`src/rtl/seg7_scan_display.sv`:
```
// Scanned 8-digit common-anode driver for four 0..99 groups.
// Groups are snapshotted once per frame so a frame never tears.
module seg7_scan_display #(
    parameter int SCAN_DIV = 50000,
    parameter bit LZ_BLANK = 1'b0
) (
    input  logic       clk,
    input  logic       rst_n,
    input  logic [7:0] grp0,
    input  logic [7:0] grp1,
    input  logic [7:0] grp2,
    input  logic [7:0] grp3,
    input  logic [1:0] sel,
    output logic [7:0] an,
    output logic [6:0] seg,
    output logic       dp,
    output logic       frame_tick
);

    localparam int CW = (SCAN_DIV > 1) ? $clog2(SCAN_DIV) : 1;
    localparam logic [CW-1:0] LAST = CW'(SCAN_DIV - 1);
    localparam logic [6:0] DASH = 7'b0111111;
    localparam logic [6:0] BLANK = 7'h7F;

    logic [CW-1:0]   cnt_q, cnt_d;
    logic            tick;
    logic            run_q;
    logic [2:0]      idx_q;
    logic [3:0][7:0] snap_q;
    logic            tick_q;
    logic [7:0]      an_q, an_d;
    logic [6:0]      seg_q, seg_d;
    logic            dp_q, dp_d;
    logic            ft_q;
    logic [7:0]      val;
    logic [7:0]      tens_w, ones_w;
    logic [3:0]      digit;

    function automatic logic [6:0] seg_code(input logic [3:0] d);
        logic [6:0] s;
        unique case (d)
            4'd0: s = 7'b1000000;
            4'd1: s = 7'b1111001;
            4'd2: s = 7'b0100100;
            4'd3: s = 7'b0110000;
            4'd4: s = 7'b0011001;
            4'd5: s = 7'b0010010;
            4'd6: s = 7'b0000010;
            4'd7: s = 7'b1111000;
            4'd8: s = 7'b0000000;
            4'd9: s = 7'b0010000;
            default: s = DASH;
        endcase
        return s;
    endfunction

    assign tick = (cnt_q == LAST);

    always_comb begin
        cnt_d  = tick ? '0 : cnt_q + 1'b1;
        val    = snap_q[idx_q[2:1]];
        tens_w = val / 8'd10;
        ones_w = val % 8'd10;
        digit  = idx_q[0] ? tens_w[3:0] : ones_w[3:0];
        an_d   = ~(8'b1 << idx_q);
        dp_d   = (idx_q != {sel, 1'b0});
        if (val > 8'd99)
            seg_d = DASH;
        else if (LZ_BLANK && idx_q[0] && val < 8'd10)
            seg_d = BLANK;
        else
            seg_d = seg_code(digit);
    end

    // Outputs load one cycle after the tick, from the freshly advanced slot.
    always_ff @(posedge clk or negedge rst_n) begin
        if (!rst_n) begin
            cnt_q  <= '0;
            run_q  <= 1'b0;
            idx_q  <= '0;
            snap_q <= '0;
            tick_q <= 1'b0;
            an_q   <= 8'hFF;
            seg_q  <= BLANK;
            dp_q   <= 1'b1;
            ft_q   <= 1'b0;
        end else begin
            cnt_q  <= cnt_d;
            tick_q <= tick;
            if (tick) begin
                if (!run_q || idx_q == 3'd7) begin
                    idx_q  <= '0;
                    run_q  <= 1'b1;
                    snap_q <= {grp3, grp2, grp1, grp0};
                end else begin
                    idx_q <= idx_q + 3'd1;
                end
            end
            if (tick_q) begin
                an_q  <= an_d;
                seg_q <= seg_d;
                dp_q  <= dp_d;
                ft_q  <= (idx_q == 3'd0);
            end else begin
                ft_q  <= 1'b0;
            end
        end
    end

    assign an         = an_q;
    assign seg        = seg_q;
    assign dp         = dp_q;
    assign frame_tick = ft_q;

endmodule

```
`config.mk`:
```
export PLATFORM = sky130hd
export DESIGN_NAME = seg7_scan_display
export DESIGN_NICKNAME = d
export VERILOG_FILES = /design/src/rtl/seg7_scan_display.sv
export SDC_FILE = /design/constraint.sdc
export NUM_CORES = 1
export LEC_CHECK = 0
export CORE_MARGIN = 10
export CORE_UTILIZATION = 52
export DETAILED_ROUTE_END_ITERATION = 7
export GPL_ROUTABILITY_DRIVEN = 0
export HOLD_SLACK_MARGIN = 0.05
export PLACE_DENSITY = 0.8
export SYNTH_ARGS = -nofsm -noshare
export SYNTH_HDL_FRONTEND = slang
export SYNTH_SLANG_ARGS = --single-unit
```
`constraint.sdc`:
```
create_clock -name clk -period 10.7 [get_ports clk]
set_input_delay 3.21 -clock clk [delete_from_list [all_inputs] [get_ports clk]]
set_output_delay 3.21 -clock clk [all_outputs]
set_load 0.01 [all_outputs]
```
### After elaboration in Yosys (flattened, before gate mapping)

Memories as Yosys holds them, arrays and structs flattened.
Index checks and enable logic that the tools add are counted.

* bits in registers: 70
* ROM bits: 112
* input port bits: 36
* output and inout port bits: 17
* word-level logic and storage cells: 35
* memories kept: 1

* $add $sub $neg: 2
* divide/modulo/power cells: 2
* $lt $le $gt $ge: 2
* eq/ne operators: 3
* shift operators: 1
* mux-type cells: 7
* bitwise gates (word level): 1
* reductions and logical operators: 4

Memories
* (name not given): words 16, bits a word 7, rd ports 1, clocked after Yosys merged registers in 0, write ports 0, RTL line 41 `unique case (d)`

Operator list (count)
* 16-bit by 1-bit adder with 16-bit output (second input constant): 1
* 8-bit binary-select mux with 2-bit select: 1
* 16-bit equality test (second input constant): 1
* 16-bit two-way mux: 1
* 8-bit by 4-bit divider with 8-bit output (second input constant): 1
* 8-bit by 7-bit > comparator with 1-bit output (second input constant): 1
* 8-bit by 4-bit modulo with 8-bit output (second input constant): 1
* 8-bit two-way mux: 1
* 8-bit inverter: 1
* 1-bit by 3-bit << shifter with 8-bit output (first input constant): 1
* 7-bit two-way mux: 1
* 4-bit two-way mux: 1
* 3-bit by 1-bit adder with 3-bit output (second input constant): 1
* 3-bit equality test (second input constant): 1
* 3-bit zero test: 1
* 2-bit by 3-bit less-than comparator with 1-bit output (second input constant): 1
* 3-bit two-way mux: 1
* 3-bit inequality test: 1
* 2-bit AND reduction: 1
* 1-bit zero test: 1
* 1-bit logical OR: 1
* 1-bit two-way mux: 1

### Depth between registers and ports, before layout

Gate-level depths: netlist of run 1.
An unclocked memory read counts as a cell.

* depth after elaboration: 6
* gate-level depth with buffers: 16
* depth with buffers taken out: 14

### Least setup slack after synthesis of run 1

No wires, ideal clock.

* path kind: reg-to-reg
* from: reg idx_q[1]
* to: reg seg_q[0] (netlist: seg[0])
* data arrival time: 3.794 ns
* slack: 6.826 ns
* cell stages (with the launch flop): 17
* cells stage by stage: dfrtp_1 > buf_6 > mux4_2 > nand2b_1 > clkbuf_1 > o32ai_1 > nand2_1 > o221ai_1 > inv_1 > ha_1 > xnor2_1 > a21oi_1 > o211ai_1 > and3_1 > or3_1 > or4_4 > o221a_2

* word-level cells in the longest chain between the ends: 6
* elaborated cells on any way between the ends: 8
* classes of those cells: 2 x div; 1 x order compare; 4 x mux; 1 x memory

Ends and longest elaborated chain
* start, declared: RTL line 28 `logic [2:0] idx_q;`
* start signal, assigned: RTL line 96 `idx_q <= idx_q + 3'd1;`
* 8-bit binary-select mux with 2-bit select (*): RTL line 61 `val = snap_q[idx_q[2:1]];`
* 8-bit two-way mux (not written as such) (*): RTL line 61
* 8-bit by 4-bit modulo with 8-bit output / 8-bit by 4-bit divider with 8-bit output (equally long branches): RTL line 63, 62
* 4-bit two-way mux: RTL line 64 `digit = idx_q[0] ? tens_w[3:0] : ones_w[3:0];`
* memory read 16 x 7 bit
* 7-bit two-way mux (*): RTL line 67 `if (val > 8'd99)`
* end signal, assigned: RTL line 101 `seg_q <= seg_d;`
* end, declared: RTL line 32 `logic [6:0] seg_q, seg_d;`

Every way passes the cells marked *; elsewhere a longest branch is shown, timed or not. The select of a mux whose other input is x is not followed.
A chain may end at the register's enable or synchronous reset.

### Worst setup path after layout of run 1

* from: reg idx_q[1]
* to: reg seg_q[5] (netlist: seg[5])

Same word-level chain as after synthesis.

==> out/summary.txt, run 1 <==
pin count of the biggest net entering global routing - 71
XOR/XNOR Fraction of Synth Area - 0.0424
Area contributors post-synth - dfrtp_1 (31%), dfstp_2 (9.7%), mux2_2 (8.8%)
count leader, synth - dfrtp_1
RSZ-0062 raised after global routing - false
Clk Latency, worst-skew pair - 0.35 ns
Core Util, Final - 0.619
post-synth top area share - 0.312
final setup margin - 6.02 ns
Adder-Cell Fraction of Synth Area - 0.0375
post-synthesis async set-or-reset flop share - 1.00
mux cell area share after synthesis - 0.154
WL met1 - 4.30 mm
crit path capture - seg[5]
Ports - 53
fraction of final layout cells sized beyond drive strength 1 - 0.206
Synth Cell Area - 4330 um2
Mapped Avg Cell Area - 10.6 um2
grt ovf - 0
slowest CP cell - mux4_2
drt pass-1 iters - 6
Final ANT Viol Nets - 0
status - finished, final reports clean
final setup vio count - 0
R2R Path Start - idx_q[1]
Mapped Cells - 408
dpl ws - 6.11 ns
first-pass GRT wire length - 16.9 mm
Max Cap Viol - 0
met2 WL - 4.81 mm
Leakage - 0.00205 uW
Max Slew Vio Count - 0
Seq/Total Area, Yosys - 0.409
area leader, netlist - dfrtp_1
post-route setup TNS - 0 ns
sw frac - 0.226
crit path from - idx_q[1]
vias in the first global route - 3454
CTS resizes - 0
worst reg-to-reg setup slack - 6.02 ns
top sig layer - met4
total power - 496 uW
crit end category - register
Die W - 111 um
CTS Root Cell - clkbuf_8
CP bufs+invs - 1
Clk pwr share - 0.429
# rows - 33
DP Wirelength - 6.98 mm
dominant synthesized flop cell - dfrtp_1
worst r2r dst - seg[5]
maximum clock path buffer count - 2
critical path required time - 10.98 ns
CP cell instances - mux4_2 > nand2b_1 > mux2i_1 > a221oi_1 > o221ai_1 > inv_1 > ha_1 > xnor2_1 > a21oi_1 > o211ai_1 > and3_1 > or3_1 > or4_4 > o221a_2
Mapped Nets - 457
worst ir drop on vdd - 0.0000709 V
Post-CTS Hold Fix Bufs - 0
startpoint types - register
routed vias/inst - 6.11
drt drc - 0
Routed WL per cell - 17.9 um
Iter 0 DRT Violations - 361
Final Hold Viols - 0
period utilization - 0.437
synth cell count leaders - dfrtp_1 (54), mux2_2 (34), nor2_1 (33)
Yosys reg bits - 70
max incr delay on CP - 0.89 ns
largest family of logic cells by synthesized area - simple AND/OR/NAND/NOR gates
post-synthesis simple-gate area fraction - 0.168
Compound-Gate Fraction of Synth Area - 0.145
NetSw - 112 uW
min cycle time layout - 4.68 ns
fill cell count - 641
stages on the worst setup path - 14
Netlist cell types - 72
P&R area growth vs syn - 16.8%
Crit Path Class - reg -> reg
initial antenna violation count - 0
Core Region - 8180 um2
DIE AREA - 12400 um2
Hold WC Path Type - reg -> reg
depth of the worst register-to-register path - 14
WL final - 9.99 mm
Vias - 3402
Die Y - 111 um
clock sinks - 70
GRT Util Overall - 0.160
Post-synth EDFFs - 0
Reg power frac - 0.534
Post-CTS Setup Bufs - 0
WP data arrival - 4.95 ns
Tightest Pin Transition - 0.876 ns
Reg clk slew, reported paths - 0.08 ns
CTS Buf Count - 9
FMAX - 214 MHz
Initial Utilization - 0.530
Nets - 496
CTS H-Tree Depth - 3
ant diodes - 0
cell area power density - 98.0 nW/um2
PortBufs - 52
Ys Warns - 0
clk_skew - 0.0131 ns
Int Power - 384 uW
TritonCTS clock tree - built
met3 routed WL - 592 um
crit-path leading delay family - simple AND/OR/NAND/NOR gates
Combinational Power Share - 0.037
crit path max fanout - 33
Worst slew margin - 0.416
cell usage in the layout (no fill, tap or decap), types with 4 or more instances in the layout:
cell,netlist,layout
dfrtp_1,54,54
clkdlybuf4s50_1,0,51
mux2_2,34,34
nor2_1,33,33
nand2_1,19,19
o21ai_0,17,17
dfstp_2,16,16
inv_1,14,14
ha_1,13,13
nand3_1,12,12
xnor2_1,11,11
nor2b_1,12,11
a31oi_1,11,11
xor2_1,10,10
nand2b_1,9,9
mux2i_1,9,9
and3_1,9,9
clkbuf_8,0,9
mux4_2,8,8
a21oi_1,7,7
nor3_1,6,6
o211ai_1,4,4
cell families after synthesis:
kind of cell,Yosys count
adders and majority gates,13
DFF,70
buffers and inverters,41
muxes,52
AOI/OAI and AO/OA,82
xor gates and xnor gates,21
and+or+nand+nor,129
how the worst min path moves through the flow:
stage	from	endpoint	slack [ns]	cells past startpoint
6_report	cnt_q[0]	cnt_q[0]	0.47	1
5_1_grt	run_q	run_q	0.48	1
4_1_cts	cnt_q[0]	cnt_q[0]	0.47	1
3_5_place_dp	run_q	run_q	0.45	1
3_3_place_gp	cnt_q[0]	cnt_q[0]	0.44	1
2_1_floorplan	cnt_q[0]	cnt_q[0]	0.43	1
power groups by stage:
stage,clock network [uW],logic (uW),registers (uW)
6_report,213,18.6,265
5_1_grt,231,20.4,265
4_1_cts,219,19.0,265
3_5_place_dp,0,19.0,270
3_3_place_gp,0,18.5,270
2_1_floorplan,0,0.435,270
metrics by stage:
stage	instance area (um2)	hold WS (ns)	cells
after floorplan	4330	0.425	408
after global placement	4860	0.441	541
after detailed placement	4860	0.453	541
after CTS	5060	0.474	557
after global routing	5060	0.482	557
final	5060	0.469	557
metal layers:
metal,global-route usage,up-vias
li1,-,1595
met1,0.199,1639
met2,0.257,145
met3,0.0411,23
met4,0.0668,0
met5,0,-
sequential cells by signal (all words and copies together), names as in the netlist:
signal,flops
seg,7
frame_tick,1
snap_q,32
idx_q,3
dp,1
run_q,1
cnt_q,16
an,8
tick_q,1
final cells by class:
class | count | area (um2) | share of cell area
clock buffers | 9 | 124 | 0.0245
well taps | 105 | 131 | 0.0260
clock inverters | 7 | 72.6 | 0.0143
flip-flops and latches | 70 | 1770 | 0.350
repair buffers | 54 | 531 | 0.105
multi-input cells | 297 | 2370 | 0.469
inverters | 15 | 56.3 | 0.0111
Power figures use the tool's default switching activity.
==> inputs of run 2 (changes only) <==
--- a/config.mk
+++ b/config.mk
@@ -6,11 +6,11 @@
 export NUM_CORES = 1
 export LEC_CHECK = 0
 export CORE_MARGIN = 10
-export CORE_UTILIZATION = 52
+export CORE_UTILIZATION = 51
 export DETAILED_ROUTE_END_ITERATION = 7
 export GPL_ROUTABILITY_DRIVEN = 0
 export HOLD_SLACK_MARGIN = 0.05
-export PLACE_DENSITY = 0.8
+export PLACE_DENSITY = 0.82
 export SYNTH_ARGS = -nofsm -noshare
 export SYNTH_HDL_FRONTEND = slang
 export SYNTH_SLANG_ARGS = --single-unit
==> constraint.sdc (replaced) <==
create_clock -name clk -period 4.02 [get_ports clk]
set_input_delay 1.206 -clock clk [delete_from_list [all_inputs] [get_ports clk]]
set_output_delay 1.206 -clock clk [all_outputs]
set_load 0.01 [all_outputs]
==> out/summary.txt, run 2 (same netlist as run 1, synthesis figures left out) <==
status - finished, final reports clean
Clk Latency, worst-skew pair - 0.36 ns (about the same)
M2 GR Usage - 0.271 (+0.0144)
cell area power density - 238 nW/um2 (+140%)
met1 Track Usage GR - 0.209 (+0.0100)
routed vias/inst - 6.07 (-0.61%)
drt pass-1 iters - 5 (-1)
Multi-input gate area - 2450 um2 (+3.3%)
Nets - 521 (+5.0%)
crit path max fanout - 8 (-76%)
hold slack - 0.475 ns (+0.00594 ns)
DIE AREA - 12600 um2 (+1.6%)
Die W - 112 um (+0.80%)
Core Util, Final - 0.645 (+0.0264)
Initial Utilization - 0.525 (-0.00530)
Max Slew Vio Count - 0 (unchanged)
Reg clk slew, reported paths - 0.08 ns (about the same)
Top reg by flops - snap_q
Iter 0 DRT Violations - 291 (-19%)
Die Y - 112 um (+0.80%)
fraction of final layout cells sized beyond drive strength 1 - 0.273 (+0.0668)
Final ANT Viol Nets - 0 (unchanged)
TritonCTS clock tree - built
pin count of the biggest net entering global routing - 48 (-32%)
post-placement cell count - 561 (+3.7%)
drt drc - 0 (unchanged)
post-route setup TNS - 0 ns (unchanged)
WP data arrival - 4.26 ns (-0.69 ns)
Max Cap Viol - 0 (unchanged)
WL final - 10.7 mm (+7.5%)
Crit Path Class - reg -> reg
fill cell count - 634 (-1.1%)
startpoint types - register
Core Region - 8260 um2 (+1.0%)
first-pass GRT wire length - 17.7 mm (+4.9%)
max FFs per register - 32 (unchanged)
final setup vio count - 0 (unchanged)
most common cell after layout, fill and taps aside - dfrtp_1
GR peak layer - met2
FMAX - 251 MHz (+18%)
CTS H-Tree Depth - 3 (unchanged)
clk_skew - 0.0137 ns (+0.000642 ns)
Vias - 3533 (+3.9%)
Hold WC Path Type - reg -> reg
ant diodes - 0 (unchanged)
grt ovf - 0 (unchanged)
maximum clock path buffer count - 2 (unchanged)
Storage cell area - 1770 um2 (unchanged)
CTS Root Cell - clkbuf_8
DP Wirelength - 7.53 mm (+7.8%)
most frequent cells in the layout - dfrtp_1 (54), clkdlybuf4s50_1 (51), mux2_2 (34)
final non-filler cell area - 5330 um2 (+5.3%)
clock sinks - 70 (unchanged)
critical path required time - 4.30 ns (-6.68 ns)
grt met3 use - 0.0383 (-0.00279)
Final Non-Filler Cells - 582 (+4.5%)
Post-CTS Hold Fix Bufs - 0 (unchanged)
worst ir drop on vdd - 0.000304 V (+330%)
GRT Util Overall - 0.166 (+0.00558)
initial antenna violation count - 0 (unchanged)
Leakage - 0.00219 uW (+7.0%)
vias in the first global route - 3569 (+3.3%)
Final Hold Viols - 0 (unchanged)
Ports - 53 (unchanged)
Routed WL per cell - 18.4 um (+2.9%)
PortBufs - 52 (unchanged)
crit end category - register
Area after DPL - 5040 um2 (+3.6%)
period utilization - 0.990 (+0.553)
# rows - 33 (unchanged)
P&R area growth vs syn - 23.0%
min cycle time layout - 3.98 ns (-0.700 ns)
Worst slew margin - 0.465 (+0.0492)
CTS Buf Count - 9 (unchanged)
Tightest Pin Transition - 0.802 ns (-0.0738 ns)
## run 2: power breakdown
part           internal, uW  switching [uW]
clock                   225             290
sequential              704               0
combinational          30.4            18.5
## run 2: area by class of cell
class,count,share of cell area
multi-input cells,297,0.460
flip-flops and latches,70,0.332
repair buffers,79,0.140
well taps,105,0.0246
clock buffers,9,0.0232
inverters,15,0.0106
clock inverters,7,0.00892
## run 2: worst paths after layout
check	startpoint	end	slack, ns	cells after the start
worst max-delay path	idx_q[1]	seg[3]	0.04	14
worst min-delay path	an[7]	an[7]	0.47	2
worst max register to register	idx_q[1]	seg[3]	0.04	14
worst min register to register	an[7]	an[7]	0.47	2
max in group asynchronous	rst_n	cnt_q[10]	2.24	2
min in group asynchronous	rst_n	snap_q[3]	0.81	1
## run 2: critical path, stage by stage (launching register included)
cell      delay (ns)
dfrtp_1         0.41
buf_12          0.15
mux4_2          0.58
nand2b_2        0.27
o32ai_1         0.31
nand2_1         0.16
o221ai_2        0.14
inv_2           0.09
ha_4            0.19
a311oi_1        0.24
nand3_1         0.12
and3_4          0.20
or3_4           0.38
or4_4           0.51
o221a_1         0.14
## run 2: routing by layer
metal / share of wire / vias up
li1: - / 1632
met1: 0.42 / 1745
met2: 0.49 / 134
met3: 0.064 / 22
met4: 0.024 / 0
met5: 0 / -
## run 2: stage by stage
stage | worst slack [ns] | power, uW
3_5_place_dp | -0.0112 | 767
4_1_cts | 0.0123 | 1270
6_report | 0.0399 | 1270
2_1_floorplan | 0.146 | 719
3_3_place_gp | 0.136 | 767
5_1_grt | -0.0530 | 1310
## run 2: repair_timing
action | CTS | global route
buffers inserted | 0 | 5
resized for setup | 3 | 14
endpoints found under the setup margin | 5 | 7
pin swaps | 0 | 6
cloned | 0 | 0
==> inputs of run 3 (changes only) <==
--- a/config.mk
+++ b/config.mk
@@ -5,8 +5,11 @@
 export SDC_FILE = /design/constraint.sdc
 export NUM_CORES = 1
 export LEC_CHECK = 0
+export ABC_CLOCK_PERIOD_IN_PS = 4019
+export CELL_PAD_IN_SITES_DETAIL_PLACEMENT = 1
+export CELL_PAD_IN_SITES_GLOBAL_PLACEMENT = 1
 export CORE_MARGIN = 10
-export CORE_UTILIZATION = 51
+export CORE_UTILIZATION = 40
 export DETAILED_ROUTE_END_ITERATION = 7
 export GPL_ROUTABILITY_DRIVEN = 0
 export HOLD_SLACK_MARGIN = 0.05
==> out/summary.txt, run 3 (same netlist as run 1, synthesis figures left out) <==
Initial Utilization - 0.414 (-0.111)
clock sinks - 70 (unchanged)
CTS Root Cell - clkbuf_8
worst r2r dst - seg[0]
first-pass GRT wire length - 20.4 mm (+15%)
drt pass-1 iters - 4 (-1)
Routed WL per cell - 20.7 um (+12%)
total power - 1340 uW (+5.6%)
fraction of final layout cells sized beyond drive strength 1 - 0.307 (+0.0342)
Worst Hold Endpoint - run_q
Crit Path Class - reg -> reg
CTS H-Tree Depth - 3 (unchanged)
R2R Path Start - idx_q[1]
crit end category - register
DP Wirelength - 9.01 mm (+20%)
vias in the first global route - 3902 (+9.3%)
Final Hold Viols - 0 (unchanged)
Die W - 124 um (+11%)
# rows - 37 (+12%)
max incr delay on CP - 0.60 ns (+0.02 ns)
crit-path leading delay family - compound AO/OA/AOI/OAI gates
pin count of the biggest net entering global routing - 34 (-29%)
Leakage - 0.00230 uW (+4.9%)
Top reg by flops - snap_q
max FFs per register - 32 (unchanged)
Worst slew margin - 0.340 (-0.125)
Tightest Pin Transition - 0.978 ns (+0.175 ns)
clk_skew - 0.0115 ns (-0.00228 ns)
CP bufs+invs - 3 (+1)
initial antenna violation count - 0 (unchanged)
CTS Buf Count - 9 (unchanged)
FMAX - 250 MHz (-0.54%)
ant diodes - 0 (unchanged)
worst reg-to-reg setup slack - 0.02 ns (-0.02 ns)
Ports - 53 (unchanged)
min cycle time layout - 4.00 ns (+0.0216 ns)
routed vias/inst - 5.73 (-5.6%)
drt drc - 0 (unchanged)
Core Region - 10500 um2 (+27%)
P&R area growth vs syn - 29.0%
WP data arrival - 4.28 ns (+0.02 ns)
Final ANT Viol Nets - 0 (unchanged)
CP cell instances - buf_12 > mux4_2 > buf_6 > and4bb_2 > a32o_1 > a32oi_2 > nand4_1 > a21o_1 > buf_4 > a311oi_4 > mux2_4 > o221a_2
most frequent cells in the layout - dfrtp_1 (53), clkdlybuf4s50_1 (51), buf_4 (34)
Reg clk slew, reported paths - 0.08 ns (about the same)
maximum clock path buffer count - 2 (unchanged)
PortBufs - 52 (unchanged)
Final Non-Filler Cells - 625 (+7.4%)
DIE AREA - 15400 um2 (+22%)
grt ovf - 0 (unchanged)
worst ir drop on vdd - 0.000170 V (-44%)
GR peak layer - met2
HP Start - run_q
Clk Latency, worst-skew pair - 0.34 ns (-0.02 ns)
Max Cap Viol - 0 (unchanged)
post-placement cell count - 594 (+5.9%)
grt met3 use - 0.0326 (-0.00576)
Max Slew Vio Count - 0 (unchanged)
Die Y - 124 um (+11%)
depth of the worst register-to-register path - 12 (-2)
most common cell after layout, fill and taps aside - dfrtp_1
Vias - 3581 (+1.4%)
Hold WC Path Type - reg -> reg
Nets - 533 (+2.3%)
met1 Track Usage GR - 0.199 (-0.00962)
M2 GR Usage - 0.285 (+0.0138)
crit path max fanout - 10 (+2)
startpoint types - register
slowest CP cell - mux4_2
cell area power density - 240 nW/um2 (+0.73%)
Iter 0 DRT Violations - 215 (-26%)
period utilization - 0.995 (+0.00538)
Post-CTS Hold Fix Bufs - 0 (unchanged)
WL final - 12.9 mm (+20%)
GRT Util Overall - 0.164 (-0.00133)
status - finished, final reports clean
TritonCTS clock tree - built
critical path required time - 4.29 ns (about the same)
hold slack - 0.479 ns (+0.00414 ns)
final setup vio count - 0 (unchanged)
worst hold path cell count - 1 (-1)
## run 3: changes by cell type in the layout (fill, tap and decap cells not counted), moves of 2 or more
cell,delta
buf_4,+10
clkinv_2,-2
mux2i_1,-2
a2111oi_0,-2
buf_8,+2
## run 3: repair_timing
action	in CTS	in global routing
endpoints found under the setup margin	5	7
pin swaps	1	9
setup buffers	0	15
resized for setup	2	34
## run 3: per-layer routing
| metal | share of wire | wire length, um | vias to the layer above |
|---|---|---|---|
| met5 | 0 | 0 | - |
| met4 | 0.017 | 222 | 0 |
| met3 | 0.034 | 438 | 18 |
| met2 | 0.53 | 6870 | 76 |
| met1 | 0.42 | 5400 | 1821 |
| li1 | - | - | 1666 |
## run 3: metrics by stage
| step | TNS, ns | cell area (um2) | utilization | setup WS [ns] |
|---|---|---|---|---|
| 3_5_place_dp | -0.0196 | 5090 | 0.487 | -0.0103 |
| 4_1_cts | 0 | 5310 | 0.507 | 0.00684 |
| 3_3_place_gp | 0 | 5090 | 0.487 | 0.114 |
| 6_report | 0 | 5590 | 0.534 | 0.0183 |
| 2_1_floorplan | 0 | 4330 | - | 0.146 |
| 5_1_grt | -0.460 | 5590 | 0.534 | -0.0998 |
## run 3: worst max path at each step
| stage | endpoint | cells past startpoint | slack, ns | start |
|---|---|---|---|---|
| 3_3_place_gp | seg[2] | 14 | 0.11 | idx_q[1] |
| 5_1_grt | seg[0] | 12 | -0.1 | idx_q[1] |
| 2_1_floorplan | seg[0] | 16 | 0.15 | idx_q[1] |
| 3_5_place_dp | seg[3] | 14 | -0.01 | idx_q[1] |
| 6_report | seg[0] | 12 | 0.02 | idx_q[1] |
| 4_1_cts | seg[3] | 14 | 0.007 | idx_q[1] |
## run 3: cell type report
| cell class | count | area [um2] |
|---|---|---|
| Tap cell | 136 | 170 |
| Fill cell | 1147 | 4870 |
| Sequential cell | 70 | 1770 |
| Multi-Input combinational cell | 297 | 2530 |
| Clock buffer | 10 | 138 |
| Inverter | 15 | 56.3 |
| Clock inverter | 6 | 67.6 |
| Timing Repair Buffer | 91 | 852 |
## run 3: worst register-to-register path, cell delays in order (launching register included)
cell and delay [ns]:
dfrtp_1 0.40, buf_12 0.15, mux4_2 0.60, buf_6 0.19
and4bb_2 0.27, a32o_1 0.24, a32oi_2 0.30, nand4_1 0.23
a21o_1 0.23, buf_4 0.14, a311oi_4 0.59, mux2_4 0.36
o221a_2 0.23
## run 3: power by group
part	switching, uW	internal [uW]	total [uW]
Combinational	20.1	31.1	51.2
Sequential	0	704	704
Clock	276	307	583
Total	297	1040	1340
